[src/rtl/one_unit_seq.sv]
// Sequencer for the FastICA one-unit weight-update pipeline: loads weights, walks
// the stage enables once per iteration, then loops or finishes on the comparator result.
module one_unit_seq #(
   parameter int N_STAGE  = 5,
   parameter int MAX_ITER = 16,
   parameter int ITER_W   = 5
) (
   input  logic               clk_ctrl,
   input  logic               rst_n_ctrl,
   input  logic               start,
   input  logic               abort,
   input  logic               conv_valid,
   input  logic               conv_flag,
   output logic               ld_w,
   output logic               sel_fb,
   output logic [N_STAGE-1:0] en_stage,
   output logic               busy,
   output logic               done,
   output logic               timeout,
   output logic [ITER_W-1:0]  iter_cnt
);

   localparam int SW = (N_STAGE > 1) ? $clog2(N_STAGE) : 1;
   localparam logic [SW-1:0]     LAST_STAGE = SW'(N_STAGE - 1);
   localparam logic [ITER_W-1:0] ITER_MAX   = ITER_W'(MAX_ITER);

   typedef enum logic [2:0] {IDLE, LOAD, RUN, CHECK, DONE} state_t;

   state_t            state, state_nxt;
   logic [SW-1:0]     stage, stage_nxt;
   logic [ITER_W-1:0] iter_nxt;
   logic              timeout_nxt;
   logic              sel_fb_nxt;
   logic              start_seen, start_seen_nxt;

   always_ff @(posedge clk_ctrl or negedge rst_n_ctrl) begin
      if (!rst_n_ctrl) state <= IDLE;
      else             state <= state_nxt;
   end

   always_comb begin
      state_nxt   = state;
      stage_nxt   = stage;
      iter_nxt    = iter_cnt;
      timeout_nxt = timeout;
      sel_fb_nxt  = sel_fb;
      // A start is captured for one cycle in IDLE and acted on the cycle after.
      start_seen_nxt = (state == IDLE) && !start_seen && start && !abort;
      case (state)
         IDLE: begin
            if (start_seen && !abort) begin
               state_nxt   = LOAD;
               iter_nxt    = '0;
               timeout_nxt = 1'b0;
               sel_fb_nxt  = 1'b0;
            end
         end
         LOAD: begin
            if (abort) state_nxt = IDLE;
            else begin
               state_nxt = RUN;
               stage_nxt = '0;
            end
         end
         RUN: begin
            if (abort) state_nxt = IDLE;
            else if (stage == LAST_STAGE) begin
               state_nxt = CHECK;
               if (iter_cnt != ITER_MAX) iter_nxt = iter_cnt + ITER_W'(1);
            end else begin
               stage_nxt = stage + SW'(1);
            end
         end
         CHECK: begin
            if (abort) state_nxt = IDLE;
            else if (conv_valid) begin
               if (conv_flag) state_nxt = DONE;
               else if (iter_cnt == ITER_MAX) begin
                  state_nxt   = DONE;
                  timeout_nxt = 1'b1;
               end else begin
                  state_nxt  = LOAD;
                  sel_fb_nxt = 1'b1;
               end
            end
         end
         DONE:    state_nxt = IDLE;
         default: state_nxt = IDLE;
      endcase
   end

   // Outputs are flopped from the next state so they line up with the state register.
   always_ff @(posedge clk_ctrl or negedge rst_n_ctrl) begin
      if (!rst_n_ctrl) begin
         stage      <= '0;
         start_seen <= 1'b0;
         iter_cnt   <= '0;
         timeout    <= 1'b0;
         sel_fb     <= 1'b0;
         ld_w       <= 1'b0;
         en_stage   <= '0;
         busy       <= 1'b0;
         done       <= 1'b0;
      end else begin
         stage      <= stage_nxt;
         start_seen <= start_seen_nxt;
         iter_cnt   <= iter_nxt;
         timeout    <= timeout_nxt;
         sel_fb     <= sel_fb_nxt;
         ld_w       <= (state_nxt == LOAD);
         en_stage   <= (state_nxt == RUN) ? (N_STAGE'(1) << stage_nxt) : '0;
         busy       <= (state_nxt != IDLE);
         done       <= (state_nxt == DONE);
      end
   end

endmodule

[config.mk]
export PLATFORM = sky130hd
export DESIGN_NAME = one_unit_seq
export DESIGN_NICKNAME = d
export VERILOG_FILES = /design/src/rtl/one_unit_seq.sv
export SDC_FILE = /design/constraint.sdc
export NUM_CORES = 1
export LEC_CHECK = 0
export ABC_AREA = 1
export CORE_MARGIN = 3
export CORE_UTILIZATION = 50
export CTS_BUF_LIST = sky130_fd_sc_hd__clkbuf_16
export DETAILED_ROUTE_END_ITERATION = 7
export GPL_TIMING_DRIVEN = 0
export PLACE_DENSITY = 0.77
export SLEW_MARGIN = 20
export SYNTH_ARGS = -nofsm -noshare
export SYNTH_HDL_FRONTEND = slang
export SYNTH_SLANG_ARGS = --single-unit
[constraint.sdc]
create_clock -name clk_ctrl -period 2.1 [get_ports clk_ctrl]
set_clock_uncertainty 0.15 [all_clocks]
set_input_delay 0.21 -clock clk_ctrl [delete_from_list [all_inputs] [get_ports clk_ctrl]]
set_output_delay 0.21 -clock clk_ctrl [all_outputs]
set_load 0.05 [all_outputs]
[After elaboration in Yosys (flattened, before gate mapping)]
Index checks and enable logic that the tools add are counted.
W data, S select, Z words.
Storage, ports and cells
  register bits: 22
  input port bits: 6
  output and inout bits: 15
  logic and storage cells: 74
Operators by class
  add/sub/neg operators: 2
  eq/ne operators: 18
  shift-type cells: 1
  mux-type cells: 30
  reduce and logical (&&, ||, !) cells: 13
Operators with widths (number)
  $mux W3: 10
  $mux W5: 5
  $ne A2 B2 Y1 const B: 8
  $pmux W3 S4: 1
  $reduce_and A6 Y1: 2
  $pmux W5 S2: 1
  $eq A3 B2 Y1 const B: 3
  $mux W1: 9
  $eq A3 B1 Y1 const B: 2
  $eq A3 B3 Y1 const B: 2
  $pmux W3 S2: 1
  $add A5 B1 Y5 const B: 1
  $eq A5 B5 Y1 const B: 1
  $ne A5 B5 Y1 const B: 1
  $reduce_and A5 Y1: 1
  $shl A1 B3 Y5 const A: 1
  $logic_and A1 B1 Y1: 4
  $pmux W1 S2: 2
  $reduce_bool A2 Y1: 2
  $add A3 B1 Y3 const B: 1
  $logic_not A3 Y1: 1
  $reduce_bool A3 Y1: 1
  $logic_not A1 Y1: 2
  $mux W2: 1
  $ne A2 B1 Y1 const B: 1

[Logic depth before layout (Yosys ltp)]
Gate-level depths: netlist of run 1.
  depth after elaboration: 8
  mapped depth: 12
  depth with buffers taken out: 12

[Worst setup path before layout of run 1]
OpenSTA, ideal clock, no wires.
  kind: flip-flop to flip-flop
  start: register iter_cnt[0]
  end: register iter_cnt[0]
  setup time: 0.083 ns
  arrival time: 1.679 ns
  data required time: 1.867 ns
  setup slack: 0.189 ns
  stages on the path, launching flop included: 10
  path buffers: 0
  clock period less this slack: 1.911 ns
  cell sequence: dfrtp_1 inv_1 ha_1 nand2_1 inv_1 nand2_1 nand2_1 o21ai_4 nand3_1 o21ai_0
On the way
  cells in the longest elaborated chain, start to end: 5
  elaborated cells between the ends (all ways): 8
  those cells by class: add/sub: 1; eq/ne: 2; mux: 4; reduce/logical: 1
RTL lines
  from (decl): line 20  | output logic [ITER_W-1:0] iter_cnt
  from (signal assigned): line 107  | iter_cnt <= iter_nxt;
  $add A5 B1 Y5: line 69  | if (iter_cnt != ITER_MAX) iter_nxt = iter_cnt + ITER_W'(1);
  $mux W5: line 69
  $mux W5: line 67  | else if (stage == LAST_STAGE) begin
  $mux W5: line 66  | if (abort) state_nxt = IDLE;
  $pmux W5 S2: line 49  | case (state)
Parallel ways exist; a longest one is shown, timed or not. The select of a mux whose other input is x is not followed.
A chain may end at the register's enable or synchronous reset.

[Worst setup path after layout of run 1]
  start: register iter_cnt[2]
  end: output port iter_cnt[2]
No word-level cell between the ends.

==> results of run 1 <==
## cells in the final DEF (no fill, tap or decap)
master	instances
nand2_2	5
o21ai_4	1
o31ai_1	1
nor2_1	20
ha_1	4
clkinv_2	1
clkbuf_16	3
o21bai_2	1
nand3_2	1
inv_1	17
dfrtp_1	22
nand4_1	2
clkinv_1	1
and3_1	1
nor3_1	1
xor2_1	2
o21ai_0	5
a21oi_2	2
clkdlybuf4s50_1	20
nor4_1	1
inv_2	4
nor2_2	3
o21ai_2	1
nand3_1	12
nand2_1	30
a21oi_1	3
## final cells by class
type | instances | area share [%]
Inverter | 22 | 5.77
Timing Repair Buffer | 20 | 13.8
Multi-Input combinational cell | 96 | 34.9
Clock buffer | 3 | 5.16
Tap cell | 27 | 2.32
Sequential cell | 22 | 37.9
Clock inverter | 1 | 0.258
## layer usage
| layer | part of all wire (%) | vias up |
|---|---|---|
| met5 | 0 | - |
| met4 | 1.5 | 0 |
| met3 | 6.4 | 4 |
| met2 | 47 | 21 |
| met1 | 45 | 448 |
| li1 | - | 492 |
## synthesized netlist by cell type
| cell type | n | share of area (%) |
|---|---|---|
| o31ai_1 | 1 | 0.66 |
| nor4_1 | 1 | 0.55 |
| nand4_1 | 2 | 1.1 |
| inv_1 | 17 | 5.6 |
| nand3_2 | 1 | 0.88 |
| clkinv_2 | 1 | 0.44 |
| nand3_1 | 12 | 5.3 |
| dfrtp_1 | 22 | 48 |
| nor2_1 | 20 | 6.6 |
| o21ai_2 | 1 | 0.77 |
| a21oi_1 | 3 | 1.3 |
| ha_1 | 4 | 4.4 |
| nand2_1 | 30 | 9.9 |
| inv_2 | 4 | 1.3 |
| nor3_1 | 1 | 0.44 |
| a21oi_2 | 2 | 1.5 |
| o21ai_0 | 5 | 2.2 |
| xor2_1 | 2 | 1.5 |
| o21ai_4 | 1 | 1.4 |
| o21bai_2 | 1 | 0.99 |
| nand2_2 | 5 | 2.7 |
| and3_1 | 1 | 0.55 |
| nor2_2 | 3 | 1.6 |
## flip-flops by register name, summed over array words and instances, names as in the netlist
signal,cells
ld_w,1
busy,1
iter_cnt,5
start_seen,1
en_stage,5
state,3
sel_fb,1
stage,3
done,1
timeout,1
## logic make-up (layout without fill, tap and decap cells)
family                   count (synthesis)  in the layout
flip-flops                              22             22
XOR/XNOR                                 2              2
buffers and inverters                   22             46
adder cells (fa/ha/maj)                  4              4
AO/OA/AOI/OAI                           14             14
AND/OR/NAND/NOR                         76             76
## stage by stage
step                      hold WS, ns  util [%]  setup WS, ns
after global routing            0.330      70.5         0.195
final                           0.276      70.5         0.249
after floorplan                -0.236         -         0.189
after global placement          0.267      66.7         0.272
after detailed placement        0.273      66.7         0.250
after CTS                       0.280      70.5         0.247
## power breakdown
part / leakage (nW) / internal [mW] / switching (mW) / total (mW)
clock network: 0.0385 / 0.254 / 0.148 / 0.402
registers: 0.301 / 0.465 / 0.0363 / 0.501
logic: 0.371 / 0.103 / 0.203 / 0.307
## worst paths after layout
path | startpoint | end | slack (ns) | cells after the start
max | iter_cnt[2] | iter_cnt[2] | 0.25 | 1
min | start_seen | start_seen | 0.28 | 1
max reg2reg | iter_cnt[0] | iter_cnt[1] | 0.38 | 9
min reg2reg | start_seen | start_seen | 0.28 | 1
max in group asynchronous | rst_n_ctrl | state[2] | 0.87 | 1
min in group asynchronous | rst_n_ctrl | done | 0.34 | 1
==> results.tsv, run 1 <==
stage	metric	value	unit
global_route	grt_first_pass_wirelength	3730	µm
sta	max_freq	0.540	GHz
detailed_routing	vias_per_cell	5.05	
pwr	p_leak	0.710	nW
cts	cts_buffers	3	
logic_synthesis	synth_top_family_by_area	simple AND/OR/NAND/NOR gates	
global_route	grt_pass1_vias	901	
logic_synthesis	synth-compound-area-share	8.88	%
logic_synthesis	synthCells	140	
global_route	grt_remaining_overflow	0	
pwr	power.density	832	nW/µm²
cts	clkLatencyLatePin	0.25	ns
die	die_h	53.8	µm
detailed_routing	vias	965	
layout	nets	175	
sta	maxSlewViolCount	0	
cts	cts-root-buf	clkbuf_16	
global_route	grt_util_all_layers	18.1	%
global_route	antenna_found_initial	0	
logic_synthesis	syn_area	1140	µm²
die	dieArea	2890	µm²
sta	relSlewSlack	35.1	%
global_route	grt_max_degree	23	
die	ios	21	
sta	rsz0062_at_grt	false	
detailed_routing	firstDrtPassIters	4	
logic_synthesis	synth_seq_cells	22	
pwr	power	1.21	mW
logic_synthesis	ys_seq_area_share	48.2	%
global_route	grt-busiest-layer	met2	
sta	final.setup.tns	0	ns
sta	hold_viol	0	
placement	place_inst	187	
min_path	hold_path.class	reg2reg	
pwr	irDropWorstVdd	0.593	mV
layout	area_growth	27.4	%
cts	cts_resized	0	
die	core	2060	µm²
global_route	use_met3	5.54	%
worst_setup_path	arrival	1.49	ns
worst_setup_path	crit_family	buffers and inverters	
detailed_routing	drcViolationCount	0	
detailed_routing	routedWlPerCell	12.1	µm
detailed_routing	drtIter0Drc	17	
placement	portBuffers	20	
placement	dp_hpwl	1660	µm
run_status	outcome	completed	
cts	h-tree-depth	1	
cts	postCtsSetupBuffers	0	
die	rows	16	
worst_setup_path	path_class	reg2out	
sta	worstMarginPinSlew	0.971	ns
sta	finalSetupViolations	0	
logic_synthesis	yosys_warnings	0	
layout	n_antenna_cell	0	
worst_setup_path	path_buf_inv	1	
logic_synthesis	syn_area_per_cell	8.15	µm²
die	die_x	53.8	µm
global_route	use_met2	30.0	%
global_route	gr-usage-met1	21.6	%
layout	finalNonFillerCells	191	
detailed_routing	ant_nets	0	
worst_setup_path	path_max_fanout	5	
layout	regArea	551	µm²
worst_setup_path	cpMaxStageDelayCell	clkdlybuf4s50_1	
logic_synthesis	synth-simple-area-share	29.6	%
cts	clockBufferDepth	2	
placement	dpl_cell_area	1380	µm²
logic_synthesis	syn-num-nets	150	
cts	clock_sinks	22	
cts	clk_pin_slew	0.06	ns
cts	cts_tree	yes	
cts	cts-hold-fix-buffers	0	
layout	design_area	1450	µm²
worst_setup_path	cp_cell_sequence	clkdlybuf4s50_1	
placement	gp_congestion	0.797	
sta	post-route-period-util	88.2	%
logic_synthesis	yosys.area_share.xor_xnor	1.54	%
worst_setup_path	end_kind	output pin	
worst_setup_path	cp.required	1.74	ns
logic_synthesis	synthAdderAreaFrac	4.39	%
layout	multi_input_area	507	µm²
logic_synthesis	synthMuxAreaShare	0	%
sta	fin_crit	1.85	ns
detailed_routing	wl	2310	µm
logic_synthesis	synth_cell_types	23	
worst_setup_path	slowest_delay	0.83	ns
worst_setup_path	startpoint_type	flop	
layout	nFillCells	171	
layout	layout-drive-gt1-share	13.4	%
die	start_util	55.3	%
job	cap_violations	0	
(Power assumes the default switching activity.)
==> run 2: changes to the inputs <==
--- a/config.mk
+++ b/config.mk
@@ -6,7 +6,6 @@
 export NUM_CORES = 1
 export LEC_CHECK = 0
 export ABC_AREA = 1
-export CORE_MARGIN = 3
 export CORE_UTILIZATION = 50
 export CTS_BUF_LIST = sky130_fd_sc_hd__clkbuf_16
 export DETAILED_ROUTE_END_ITERATION = 7
==> constraint.sdc (replaced) <==
create_clock -name clk_ctrl -period 2.1 [get_ports clk_ctrl]
set_clock_uncertainty 0.15 [all_clocks]
set_input_delay 0.42 -clock clk_ctrl [delete_from_list [all_inputs] [get_ports clk_ctrl]]
set_output_delay 0.42 -clock clk_ctrl [all_outputs]
set_load 0.05 [all_outputs]
==> results.tsv, run 2 (synthesized netlist as in run 1, its figures left out) <==
stage	metric	value	unit	change
pwr	p_leak	0.709	nW	-0.22%
sta	max_freq	0.487	GHz	-9.8%
placement	dpl_cell_area	1380	µm²	unchanged
detailed_routing	drtIter0Drc	14		-3
cts	clockBufferDepth	2		unchanged
detailed_routing	drcViolationCount	0		unchanged
sta	maxSlewViolCount	0		unchanged
worst_setup_path	path_max_fanout	5		unchanged
job	cap_violations	0		unchanged
sta	rsz0062_at_grt	false		
worst_setup_path	startpoint_type	flop		
cts	clk_pin_slew	0.06	ns	about the same
worst_setup_path	crit_family	buffers and inverters		
global_route	grt_util_all_layers	21.7	%	+3.6 points
die	core	2060	µm²	unchanged
cts	clkLatencyLatePin	0.25	ns	about the same
sta	worstMarginPinSlew	0.506	ns	-0.465 ns
detailed_routing	firstDrtPassIters	4		unchanged
worst_setup_path	path_buf_inv	1		unchanged
global_route	antenna_found_initial	0		unchanged
die	ios	21		unchanged
pwr	power.density	829	nW/µm²	-0.38%
min_path	hold_path.class	in2async		
cts	cts_buffers	3		unchanged
cts	cts-root-buf	clkbuf_16		
layout	area_growth	26.6	%	
global_route	grt_max_degree	23		unchanged
worst_setup_path	cpMaxStageDelayCell	clkdlybuf4s50_1		
worst_setup_path	slowest_delay	0.82	ns	about the same
global_route	grt_first_pass_wirelength	4040	µm	+8.1%
layout	layout_common_cells	nand2_1, dfrtp_1, nor2_1, clkdlybuf4s50_1, inv_1		
die	rows	16		unchanged
run_status	outcome	finished with violations		
layout	nets	175		unchanged
layout	finalNonFillerCells	190		-0.52%
layout	nFillCells	162		-5.3%
worst_setup_path	cp.required	1.53	ns	-0.21 ns
placement	pre_cts_ws	-0.00171	ns	-0.252 ns
detailed_routing	wl	2240	µm	-3.1%
sta	fin_crit	2.05	ns	+0.200 ns
sta	hold_viol	22		+22
placement	dp_hpwl	1660	µm	-0.41%
pwr	power	1.20	mW	-0.98%
worst_setup_path	path_class	reg2out		
die	start_util	55.3	%	unchanged
sta	final.setup.tns	0	ns	unchanged
global_route	use_met2	38.3	%	+8.2 points
sta	post-route-period-util	97.7	%	+9.5 points
cts	cts-hold-fix-buffers	0		unchanged
global_route	grt_remaining_overflow	0		unchanged
die	die_x	49.8	µm	-7.4%
global_route	grt-busiest-layer	met2		
layout	design_area	1450	µm²	-0.60%
cts	h-tree-depth	1		unchanged
detailed_routing	ant_nets	0		unchanged
worst_setup_path	arrival	1.48	ns	about the same
placement	portBuffers	20		unchanged
run_status	failed_checks	hold timing		
global_route	gr-usage-met1	26.8	%	+5.2 points
placement	place_inst	187		unchanged
cts	cts_tree	yes		
die	die_h	49.8	µm	-7.4%
layout	reg.largest.list	en_stage x5, iter_cnt x5		
die	dieArea	2480	µm²	-14%
sta	timing.hold.ws	-0.0344	ns	-0.310 ns
cts	postCtsSetupBuffers	0		unchanged
pwr	irDropWorstVdd	0.547	mV	-7.7%
detailed_routing	vias	970		+0.52%
layout	fin_util	70.1	%	-0.42 points
cts	cts_resized	0		unchanged
worst_setup_path	end_kind	output pin		
detailed_routing	routedWlPerCell	11.8	µm	-2.6%
cts	clock_sinks	22		unchanged
sta	relSlewSlack	66.2	%	+31 points
layout	n_antenna_cell	0		unchanged
worst_setup_path	cp_cell_sequence	clkdlybuf4s50_1		
layout	layout-drive-gt1-share	14.1	%	+0.70 points
global_route	use_met3	4.01	%	-1.5 points
detailed_routing	vias_per_cell	5.11		+1.0%
sta	finalWorstSetupSlack	0.0485	ns	-0.200 ns
global_route	grt_pass1_vias	950		+5.4%
sta	finalSetupViolations	0		unchanged
layout	final_common_cell	nand2_1		
placement	gp_congestion	0.855		+7.3%
run 2: worst paths after layout:
check,start,endpoint,slack [ns],cells after the start
max,iter_cnt[2],iter_cnt[2],0.05,1
min,rst_n_ctrl,timeout,-0.03,1
max reg2reg,iter_cnt[0],iter_cnt[0],0.37,9
min reg2reg,start_seen,start_seen,0.28,1
max in group asynchronous,rst_n_ctrl,ld_w,1.51,1
min in group clk_ctrl,start_seen,start_seen,0.28,1
run 2: area by class of cell:
type                    instances  area (µm²)  share of cell area [%]
inverters                      22        83.8                    5.80
well taps                      27        33.8                    2.34
repair buffers                 20         195                    13.5
flip-flops and latches         22         551                    38.1
multi-input cells              96         507                    35.1
clock buffers                   3        75.1                    5.19
run 2: power by group:
| part | switching (mW) | leakage (nW) | internal [mW] |
|---|---|---|---|
| combinational | 0.206 | 0.371 | 0.103 |
| sequential | 0.0358 | 0.301 | 0.465 |
| clock | 0.137 | 0.0370 | 0.251 |
| total | 0.379 | 0.709 | 0.819 |
run 2: routing by layer:
metal	share of wire (%)	wire length [µm]
met1	46	1020
met5	0	0
met4	1.1	25
met2	49	1100
met3	4.0	89
==> run 3: changes to the inputs <==
--- a/config.mk
+++ b/config.mk
@@ -6,11 +6,10 @@
 export NUM_CORES = 1
 export LEC_CHECK = 0
 export ABC_AREA = 1
-export CORE_UTILIZATION = 50
+export CORE_UTILIZATION = 40
 export CTS_BUF_LIST = sky130_fd_sc_hd__clkbuf_16
 export DETAILED_ROUTE_END_ITERATION = 7
 export GPL_TIMING_DRIVEN = 0
-export PLACE_DENSITY = 0.77
 export SLEW_MARGIN = 20
 export SYNTH_ARGS = -nofsm -noshare
 export SYNTH_HDL_FRONTEND = slang
==> results.tsv, run 3 (synthesized netlist as in run 1, its figures left out) <==
stage	metric	value	unit	change
sta	fin_crit	2.06	ns	+0.0110 ns
min_path	hold_path.class	in2async		
sta	worstMarginPinSlew	0.502	ns	-0.00321 ns
placement	pre_cts_ws	0.0133	ns	+0.0150 ns
die	ios	21		unchanged
worst_setup_path	r2r-end	iter_cnt[0]		
sta	timing.hold.ws	-0.0238	ns	+0.0106 ns
worst_setup_path	r2r_setup_slack	0.34	ns	-0.03 ns
worst_setup_path	crit_path_start	iter_cnt[2]		
worst_setup_path	startpoint_type	flop		
die	dieArea	3070	µm²	+24%
worst_setup_path	end_kind	output pin		
cts	cts-root-buf	clkbuf_16		
layout	layout_common_cells	nand2_1, dfrtp_1, nor2_1, clkdlybuf4s50_1, inv_1		
cts	clkLatencyLatePin	0.25	ns	about the same
layout	n_antenna_cell	0		unchanged
pwr	irDropWorstVdd	0.549	mV	+0.39%
global_route	grt_remaining_overflow	0		unchanged
worst_setup_path	slowest_delay	0.83	ns	about the same
die	rows	19		+3
layout	layout-drive-gt1-share	14.6	%	+0.52 points
global_route	grt_util_all_layers	17.2	%	-4.5 points
worst_setup_path	path_max_fanout	5		unchanged
worst_setup_path	cp.required	1.53	ns	about the same
worst_setup_path	path_class	reg2out		
die	core	2730	µm²	+33%
die	die_h	55.4	µm	+11%
placement	gp_congestion	0.756		-12%
worst_setup_path	arrival	1.49	ns	about the same
worst_setup_path	cp_num_cells	1		unchanged
sta	rsz0062_at_grt	false		
global_route	grt_pass1_vias	963		+1.4%
die	die_x	55.4	µm	+11%
worst_setup_path	cp_cell_sequence	clkdlybuf4s50_1		
worst_setup_path	crit_family	buffers and inverters		
layout	nFillCells	233		+44%
sta	post-route-period-util	98.2	%	+0.52 points
global_route	grt_first_pass_wirelength	4150	µm	+2.9%
detailed_routing	drcViolationCount	0		unchanged
cts	cts_buffers	3		unchanged
placement	dp_hpwl	1720	µm	+3.5%
detailed_routing	drtIter0Drc	14		unchanged
detailed_routing	firstDrtPassIters	4		unchanged
sta	final.setup.tns	0	ns	unchanged
layout	finalNonFillerCells	195		+2.6%
worst_setup_path	endpoint	iter_cnt[2]		
job	cap_violations	0		unchanged
layout	fin_util	54.2	%	-16 points
run_status	outcome	finished with violations		
global_route	grt_max_degree	23		unchanged
worst_setup_path	rr_worst_depth	9		unchanged
layout	regArea	551	µm²	unchanged
detailed_routing	wl	2350	µm	+5.1%
cts	cts_tree	yes		
global_route	antenna_found_initial	0		unchanged
layout	area_growth	29.9	%	
worst_setup_path	cpMaxStageDelayCell	clkdlybuf4s50_1		
sta	finalWorstSetupSlack	0.0375	ns	-0.0110 ns
layout	nets	175		unchanged
detailed_routing	routedWlPerCell	12.0	µm	+2.4%
pwr	p_leak	0.740	nW	+4.5%
worst_setup_path	path_buf_inv	1		unchanged
detailed_routing	ant_nets	0		unchanged
cts	clk_pin_slew	0.06	ns	about the same
placement	dpl_cell_area	1380	µm²	+0.36%
cts	cts-hold-fix-buffers	0		unchanged
layout	reg.largest.list	en_stage x5, iter_cnt x5		
sta	hold_viol	22		unchanged
sta	finalSetupViolations	0		unchanged
worst_setup_path	worstReg2RegStart	iter_cnt[0]		
layout	design_area	1480	µm²	+2.6%
detailed_routing	vias_per_cell	4.88		-4.5%
sta	relSlewSlack	66.4	%	+0.21 points
detailed_routing	vias	951		-2.0%
cts	h-tree-depth	1		unchanged
sta	max_freq	0.485	GHz	-0.53%
pwr	power.density	901	nW/µm²	+8.6%
placement	place_inst	191		+2.1%
layout	multi_input_area	507	µm²	unchanged
cts	clockBufferDepth	2		unchanged
layout	final_common_cell	nand2_1		
placement	portBuffers	20		unchanged
cts	clock_sinks	22		unchanged
sta	maxSlewViolCount	0		unchanged
run_status	failed_checks	hold timing		
pwr	power	1.34	mW	+11%
die	start_util	41.7	%	-14 points
-- run 3: metal layers --
metal	up-vias	wire length [µm]	GRT usage (%)
met1	441	1100	21.8
li1	490	-	-
met4	0	33	5.36
met5	-	0	0
met3	4	76	4.68
met2	16	1140	28.4
-- run 3: where the power goes --
part | internal [mW] | switching, mW | leakage, nW
combinational | 0.103 | 0.206 | 0.388
sequential | 0.464 | 0.0348 | 0.301
clock | 0.378 | 0.149 | 0.0511
-- run 3: final cells by class --
cell class              instances  area share [%]
clock inverters                 1            2.03
inverters                      22            5.65
well taps                      31            2.62
repair buffers                 20            13.3
multi-input cells              96            34.2
clock buffers                   3            5.06
flip-flops and latches         22            37.1
-- run 3: worst min path at each step --
| stage | startpoint | end | slack (ns) | depth (start not counted) |
|---|---|---|---|---|
| 6_report | rst_n_ctrl | iter_cnt[4] | -0.02 | 1 |
| 5_1_grt | rst_n_ctrl | en_stage[3] | 0.02 | 1 |
| 4_1_cts | start_seen | start_seen | 0.28 | 1 |
| 3_5_place_dp | start_seen | start_seen | 0.27 | 1 |
| 3_3_place_gp | start_seen | start_seen | 0.27 | 1 |
| 2_1_floorplan | rst_n_ctrl | busy | -0.03 | 0 |
-- run 3: timing repair --
action | CTS | global route
setup endpoints to repair | 0 | 1
endpoints found under the hold margin | 0 | 0
setup buffers | 0 | 0
gates resized for setup | 0 | 1
-- run 3: worst reg2reg max path: cells and delay by family, from the launching register on --
family / cells / cell delay [ns]
AO/OA/AOI/OAI: 2 / 0.34
adder cells (fa/ha/maj): 1 / 0.21
buffers and inverters: 2 / 0.13
flip-flops: 1 / 0.40
AND/OR/NAND/NOR: 4 / 0.46
